[config.mk]
export PLATFORM = sky130hd
export DESIGN_NAME = fpu_ex_ctrl
export DESIGN_NICKNAME = d
export VERILOG_FILES = /design/src/rtl/fpu_ex_ctrl.sv
export SDC_FILE = /design/constraint.sdc
export NUM_CORES = 1
export LEC_CHECK = 0
export ABC_AREA = 1
export CORE_MARGIN = 4
export CORE_UTILIZATION = 40
export DETAILED_ROUTE_END_ITERATION = 10
export GPL_TIMING_DRIVEN = 0
export PLACE_DENSITY_LB_ADDON = 0.2
export SYNTH_ARGS = -nofsm -noshare
export SYNTH_HDL_FRONTEND = slang
export SYNTH_SLANG_ARGS = --single-unit
[constraint.sdc]
create_clock -name i_clk -period 2.3 [get_ports i_clk]
set_clock_uncertainty 0.2 [all_clocks]
set_input_delay 0.575 -clock i_clk [delete_from_list [all_inputs] [get_ports i_clk]]
set_output_delay 0.575 -clock i_clk [all_outputs]
set_load 0.01 [all_outputs]
[src/rtl/fpu_ex_ctrl.sv]
// fpu_ex_ctrl: EX-stage sequencer for the combined ALU/FPU datapath.
// Single-cycle ops pass through. Multi-cycle FPU ops are issued with a
// registered start pulse. EX stalls until the FPU reports done or a
// watchdog expires. The result is then presented for one write-back cycle.
// Ports:
//   i_clk, i_rst                   clock, synchronous active-high reset
//   i_valid, i_multi, i_alu_op,
//   i_rd, i_flush                  EX instruction and kill
//   i_fpu_done, i_fpu_data         FPU completion handshake
//   o_fpu_start, o_alu_op          FPU issue controls
//   o_stall                        pipeline freeze (combinational)
//   o_wb_valid, o_result, o_rd     one-cycle write-back
//   o_timeout, o_stall_cnt         sticky error flag, stall perf counter
module fpu_ex_ctrl #(
  parameter int DATA_W  = 32,
  parameter int TIMEOUT = 64,
  parameter int CNT_W   = 7,
  parameter int PERF_W  = 32
) (
  input  logic              i_clk,
  input  logic              i_rst,
  input  logic              i_valid,
  input  logic              i_multi,
  input  logic [4:0]        i_alu_op,
  input  logic [4:0]        i_rd,
  input  logic              i_flush,
  input  logic              i_fpu_done,
  input  logic [DATA_W-1:0] i_fpu_data,
  output logic              o_fpu_start,
  output logic [4:0]        o_alu_op,
  output logic              o_stall,
  output logic              o_wb_valid,
  output logic [DATA_W-1:0] o_result,
  output logic [4:0]        o_rd,
  output logic              o_timeout,
  output logic [PERF_W-1:0] o_stall_cnt
);

  typedef enum logic [1:0] {IDLE, BUSY, DONE, DRAIN} state_t;

  localparam logic [DATA_W-1:0] CANON_NAN = DATA_W'(32'h7FC0_0000);
  localparam logic [CNT_W-1:0]  TMO_LAST  = CNT_W'(TIMEOUT - 1);

  state_t           state;
  state_t           state_nxt;
  logic [CNT_W-1:0] busy_cnt;
  logic             wb_kill;   // op was flushed while completing: no write-back
  logic             accept;
  logic             tmo_hit;

  assign accept  = (state == IDLE) && i_valid && i_multi && !i_flush;
  // Counter is 0 in the first BUSY cycle, so this is the TIMEOUT-th cycle.
  assign tmo_hit = (busy_cnt == TMO_LAST);

  // Next state and combinational outputs
  always_comb begin
    state_nxt  = state;
    o_stall    = 1'b0;
    o_wb_valid = 1'b0;
    case (state)
      IDLE: begin
        o_stall = accept;
        if (accept) state_nxt = BUSY;
      end
      BUSY: begin
        o_stall = 1'b1;
        // done > timeout > flush
        if (i_fpu_done || tmo_hit) state_nxt = DONE;
        else if (i_flush)          state_nxt = DRAIN;
      end
      DONE: begin
        o_wb_valid = !wb_kill;
        state_nxt  = IDLE;
      end
      DRAIN: begin
        // Only a waiting multi op has to be held back while the FPU drains.
        o_stall = i_valid && i_multi;
        if (i_fpu_done || tmo_hit) state_nxt = IDLE;
      end
      default: state_nxt = IDLE;
    endcase
  end

  always_ff @(posedge i_clk) begin
    if (i_rst) begin
      state       <= IDLE;
      busy_cnt    <= '0;
      wb_kill     <= 1'b0;
      o_fpu_start <= 1'b0;
      o_alu_op    <= '0;
      o_rd        <= '0;
      o_result    <= '0;
      o_timeout   <= 1'b0;
      o_stall_cnt <= '0;
    end else begin
      state       <= state_nxt;
      o_fpu_start <= accept;

      if (accept) begin
        o_alu_op <= i_alu_op;
        o_rd     <= i_rd;
        busy_cnt <= '0;
        wb_kill  <= 1'b0;
      end else if (state == BUSY || state == DRAIN) begin
        busy_cnt <= busy_cnt + 1'b1;
      end

      if (state == BUSY) begin
        if (i_fpu_done) begin
          o_result <= i_fpu_data;
          wb_kill  <= i_flush;
        end else if (tmo_hit) begin
          o_result  <= CANON_NAN;
          o_timeout <= 1'b1;
          wb_kill   <= i_flush;
        end
      end

      // Drain discards FPU data but still reports a hung unit.
      if (state == DRAIN && !i_fpu_done && tmo_hit)
        o_timeout <= 1'b1;

      if (o_stall && !(&o_stall_cnt))
        o_stall_cnt <= o_stall_cnt + 1'b1;
    end
  end

endmodule
# After elaboration in Yosys (flattened, before gate mapping)
# Cells that the tools add are included.
totals:
  register_bits: 86
classes:
  n_reduce_logical: 22
  muxes: 17
  add_sub_neg: 2
  n_eq_ne: 8
op_table:
  columns: ["op", "n"]
  rows:
  - ["$mux 32", 2]
  - ["$add 32x1->32 const B", 1]
  - ["$reduce_and 32->1", 1]
  - ["$mux 1", 9]
  - ["$mux 2", 4]
  - ["$pmux 2 s4", 1]
  - ["$add 7x1->7 const B", 1]
  - ["$eq 7x6->1 const B", 1]
  - ["$logic_and 1x1->1", 7]
  - ["$reduce_and 3->1", 2]
  - ["$reduce_bool 2->1", 3]
  - ["$eq 2x2->1 const B", 2]
  - ["$logic_not 1->1", 4]
  - ["$ne 2x2->1 const B", 2]
  - ["$ne 3x3->1 const B", 1]
  - ["$pmux 1 s3", 1]
  - ["$eq 2x1->1 const B", 1]
  - ["$logic_not 2->1", 1]
  - ["$logic_or 1x1->1", 2]
  - ["$ne 2x1->1 const B", 1]
  - ["$reduce_and 2->1", 1]
  - ["$reduce_or 2->1", 1]

# Logic depth before layout (Yosys ltp)
logic_depth:
  word_depth: 8
  ltp_mapped: 11
  depth_no_buf: 10

# Worst setup path before layout
# OpenSTA, ideal clock, no wires.
synth_timing:
  kind: "register to register"
  from: "register o_stall_cnt[1]"
  to: "register o_stall_cnt[16]"
  period_less_slack_ns: 1.929
  t_arrival_ns: 1.593
  setup_slack_ns: 0.371
  path_buffers: 1
  stages_incl_launch_ff: 12
  cell_sequence: "dfxtp_1 > ha_1 > nand2_2 > nor2_4 > nand2_4 > nor2_8 > nand2_4 > nand2_8 > inv_2 > buf_6 > nand2_1 > a21oi_2"
synth_between:
  elab_chain_cells: 3
  elab_cells_between_ends: 4
synth_rtl:
  columns: ["item", "line_no", "text"]
  rows:
  - ["start, declared", "36", "output logic [PERF_W-1:0] o_stall_cnt"]
  - ["start signal, assigned", "124", "o_stall_cnt <= o_stall_cnt + 1'b1;"]
  - ["branches (longest 3 deep; another with $add 32x1->32)", null, null]
# Parallel ways; which one is timed is not known.
# A chain may end at the register's enable or synchronous reset.

# Worst setup path in the final report
layout_timing:
  from: "input port i_valid"
  to: "output port o_stall"
layout_between:
  elab_chain_cells: 4
  elab_cells_between_ends: 5
layout_rtl:
  columns: ["item", "line_no", "text"]
  rows:
  - ["start, declared", "22", "input logic i_valid,"]
  - ["$logic_and 1x1->1 (3 in a row)", "51", "assign accept = (state == IDLE) && i_valid && i_multi && !i_flush;"]
  - ["$pmux 1 s3 *", "60", "case (state)"]
  - ["end, declared", "31", "output logic o_stall,"]
# Mark *: on every way between the ends. The rest lies on a longest branch, timed or not.

==> impl_metrics.env <==
export IMPL_cts_hold_buffers=0
export IMPL_drcViolationCount=0
export IMPL_core_region_area_um2=9730
export IMPL_cts_tree="done"
export IMPL_report_final_slew_viol_count=0
export IMPL_hp_start="o_result[24]"
export IMPL_cp_endpoint="o_stall"
export IMPL_rows=36
export IMPL_hold_class="flip-flop to flip-flop"
export IMPL_end_kind="primary output"
export IMPL_vias_per_cell=4.78
export IMPL_startpoint="i_valid"
export IMPL_synth_avg_cell_area_um2=7.21
export IMPL_yosysWarnings=0
export IMPL_diodes=0
export IMPL_slowest_stage="clkdlybuf4s50_1"
export IMPL_r2r_end="o_stall_cnt[27]"
export IMPL_rsz0062_at_grt="no"
export IMPL_grt_overflow=0
export IMPL_clock_root_buffer="clkbuf_8"
export IMPL_arrival_ps=1470
export IMPL_io_pins=126
export IMPL_hold_viol=0
export IMPL_path_clk_slew_ps=80
export IMPL_antenna_found_initial=0
export IMPL_initial_core_util_pct=41.0
export IMPL_clk_latency_ps=350
export IMPL_syn_inst=553
export IMPL_placed_area_um2=5400
export IMPL_die_area_um2=11600
export IMPL_vias=3961
export IMPL_place_gp_congestion=0.866
export IMPL_cts_buffers=9
export IMPL_wl_um=10800
export IMPL_cts_sinks=86
export IMPL_rrSetupSlack_ps=210
export IMPL_grt_pass1_vias=3842
export IMPL_cp_max_fo=2
export IMPL_drt_iter0_markers=148
export IMPL_tightest_slew_ps=538
export IMPL_worstPathCellList="clkdlybuf4s50_1 -> nand2_1 -> nand2_1 -> o21ai_2 -> inv_4 -> buf_2"
export IMPL_crit_path_frequent_cell="nand2_1"
export IMPL_drive_gt1_share_pct=8.76
export IMPL_outcome="complete, no violations"
export IMPL_p_leak_nw=2.04
export IMPL_die_h_um=108
export IMPL_die_w_um=108
export IMPL_area_growth_syn_to_layout_pct=41.4
export IMPL_maxCapViolCount=0
export IMPL_antenna_left=0
export IMPL_dp_hpwl_um=8250
export IMPL_final_area_um2=5640
export IMPL_globalRouteTotalUtil_pct=18.9
export IMPL_worst_slack_ps=53.3
export IMPL_hold_slack_ps=255
export IMPL_r2r_start="o_stall_cnt[0]"
export IMPL_startpoint_type="input port"
export IMPL_grt_start_max_net_pins=16
export IMPL_min_period_ps=2250
export IMPL_fmax_mhz=445
export IMPL_port_buffers=125
export IMPL_final_util_pct=57.9
export IMPL_ys_ff_latch=86
export IMPL_required_ps=1520
export IMPL_critPathKind="input port to primary output"
export IMPL_timing_final_crit_share_pct=97.7
export IMPL_synth_area_um2=3990
export IMPL_grt_pass1_wl_um=17800
export IMPL_cts_buffer_depth=2
export IMPL_first_pass_iters=4
export IMPL_post_place_ws_ps=-622
export IMPL_power_density_nw_per_um2=520
export IMPL_nets=741
export IMPL_ctsHtreeMaxLevel=3
export IMPL_mappedNetlistNets=603
export IMPL_yosysUniqueCellTypes=32
export IMPL_hold_depth=2
export IMPL_slowest_delay_ps=480
export IMPL_reg2reg_depth=11
export IMPL_total_power_mw=2.93
export IMPL_setup_viol=0
export IMPL_avgRoutedWirePerCell_um=13.0
export IMPL_vdd_drop_max_v=0.000312
export IMPL_ys_seq_area_share_pct=43.2
export IMPL_relSlewSlack_pct=64.1
## cells in the mapped netlist
master	number	area [µm²]
nor2_2	2	12.5
xnor2_1	9	78.8
a22oi_1	23	173
nor2_1	97	364
a31oi_1	1	6.26
nor3_1	4	20.0
nor2_8	1	20.0
inv_1	41	154
buf_8	1	15.0
nand2_8	1	20.0
nand3_1	25	125
or2_2	1	6.26
inv_2	2	7.51
nand2_4	2	22.5
nand2_2	12	75.1
clkbuf_1	13	48.8
a21oi_2	11	96.3
dfxtp_1	86	1720
buf_2	1	5.00
o21a_1	1	7.51
xor2_1	10	87.6
o21ai_0	14	70.1
a21oi_1	25	125
o21ai_1	1	5.00
nand4_1	9	56.3
buf_6	3	33.8
nand2_1	149	559
nand3b_1	1	7.51
nor3b_1	1	7.51
buf_1	2	7.51
nor2_4	2	22.5
ha_1	2	25.0
## stage by stage
step	setup TNS (ps)	cells
2_1_floorplan	0	553
5_1_grt	0	829
3_5_place_dp	-11690	811
6_report	0	829
3_3_place_gp	-10640	811
4_1_cts	0	829
## where the power goes
part	total [mW]	switching, mW	internal (mW)
registers	1.52	0.0125	1.51
clock network	1.15	0.574	0.572
logic	0.265	0.123	0.142
total	2.93	0.709	2.22
## cells by family after synthesis
kind of cell	after synthesis	share of synthesized area, %
XOR/XNOR	19	4.17
adder cells (fa/ha/maj)	2	0.628
flip-flops	86	43.2
AO/OA/AOI/OAI	76	12.1
AND/OR/NAND/NOR	307	33.1
buffers and inverters	63	6.81
## routing by layer
layer | vias up | global-route usage (%) | share of wire [%]
met5 | - | 0 | 0
met4 | 0 | 5.05 | 0.77
met3 | 7 | 6.66 | 9.9
met2 | 126 | 30.1 | 45
met1 | 1786 | 24.2 | 44
li1 | 2042 | - | -
## layout by cell type (no fill, tap or decap), drive strengths merged
| master | netlist | layout |
|---|---|---|
| a21oi | 36 | 36 |
| a22oi | 23 | 23 |
| a31oi | 1 | 1 |
| buf | 7 | 9 |
| bufinv | 0 | 1 |
| clkbuf | 13 | 25 |
| clkdlybuf4s50 | 0 | 122 |
| clkinv | 0 | 3 |
| dfxtp | 86 | 86 |
| dlygate4sd2 | 0 | 2 |
| ha | 2 | 2 |
| inv | 43 | 44 |
| nand2 | 164 | 164 |
| nand3 | 25 | 25 |
| nand3b | 1 | 1 |
| nand4 | 9 | 9 |
| nor2 | 102 | 102 |
| nor3 | 4 | 4 |
| nor3b | 1 | 1 |
| o21a | 1 | 1 |
| o21ai | 15 | 15 |
| or2 | 1 | 1 |
| xnor2 | 9 | 9 |
| xor2 | 10 | 10 |
## worst min path at each step
stage | slack (ps) | to
after floorplan | 240 | wb_kill
after global placement | 240 | o_result[24]
after detailed placement | 240 | o_result[25]
after CTS | 260 | o_result[25]
after global routing | 280 | o_result[26]
final | 260 | o_result[24]
## flip-flops by register name (all words and copies together), names as in the netlist
signal       cells
busy_cnt         7
o_alu_op         5
o_fpu_start      1
o_rd             5
o_result        32
o_stall_cnt     32
o_timeout        1
state            2
wb_kill          1
## repair_timing
| action | 4_1_cts | 5_1_grt |
|---|---|---|
| buffers inserted | 2 | 0 |
| gates resized for setup | 9 | 1 |
| pin swaps | 1 | 0 |
| endpoints found under the setup margin | 7 | 1 |
## area by class of cell
cell class,count,area [µm²]
fill,937,4090
multi-input combinational,404,2000
sequential,86,1720
timing repair buffer,127,1260
tap,133,166
inverter,43,164
clock buffer,11,151
buffer,20,113
clock inverter,5,65.1
## worst max-delay path: cells and delay by family
family,cells,cell delay [ps]
and+or+nand+nor,2,130
AOI/OAI and AO/OA,1,80
buffers and inverters,3,670
(Power assumes the default switching activity.)
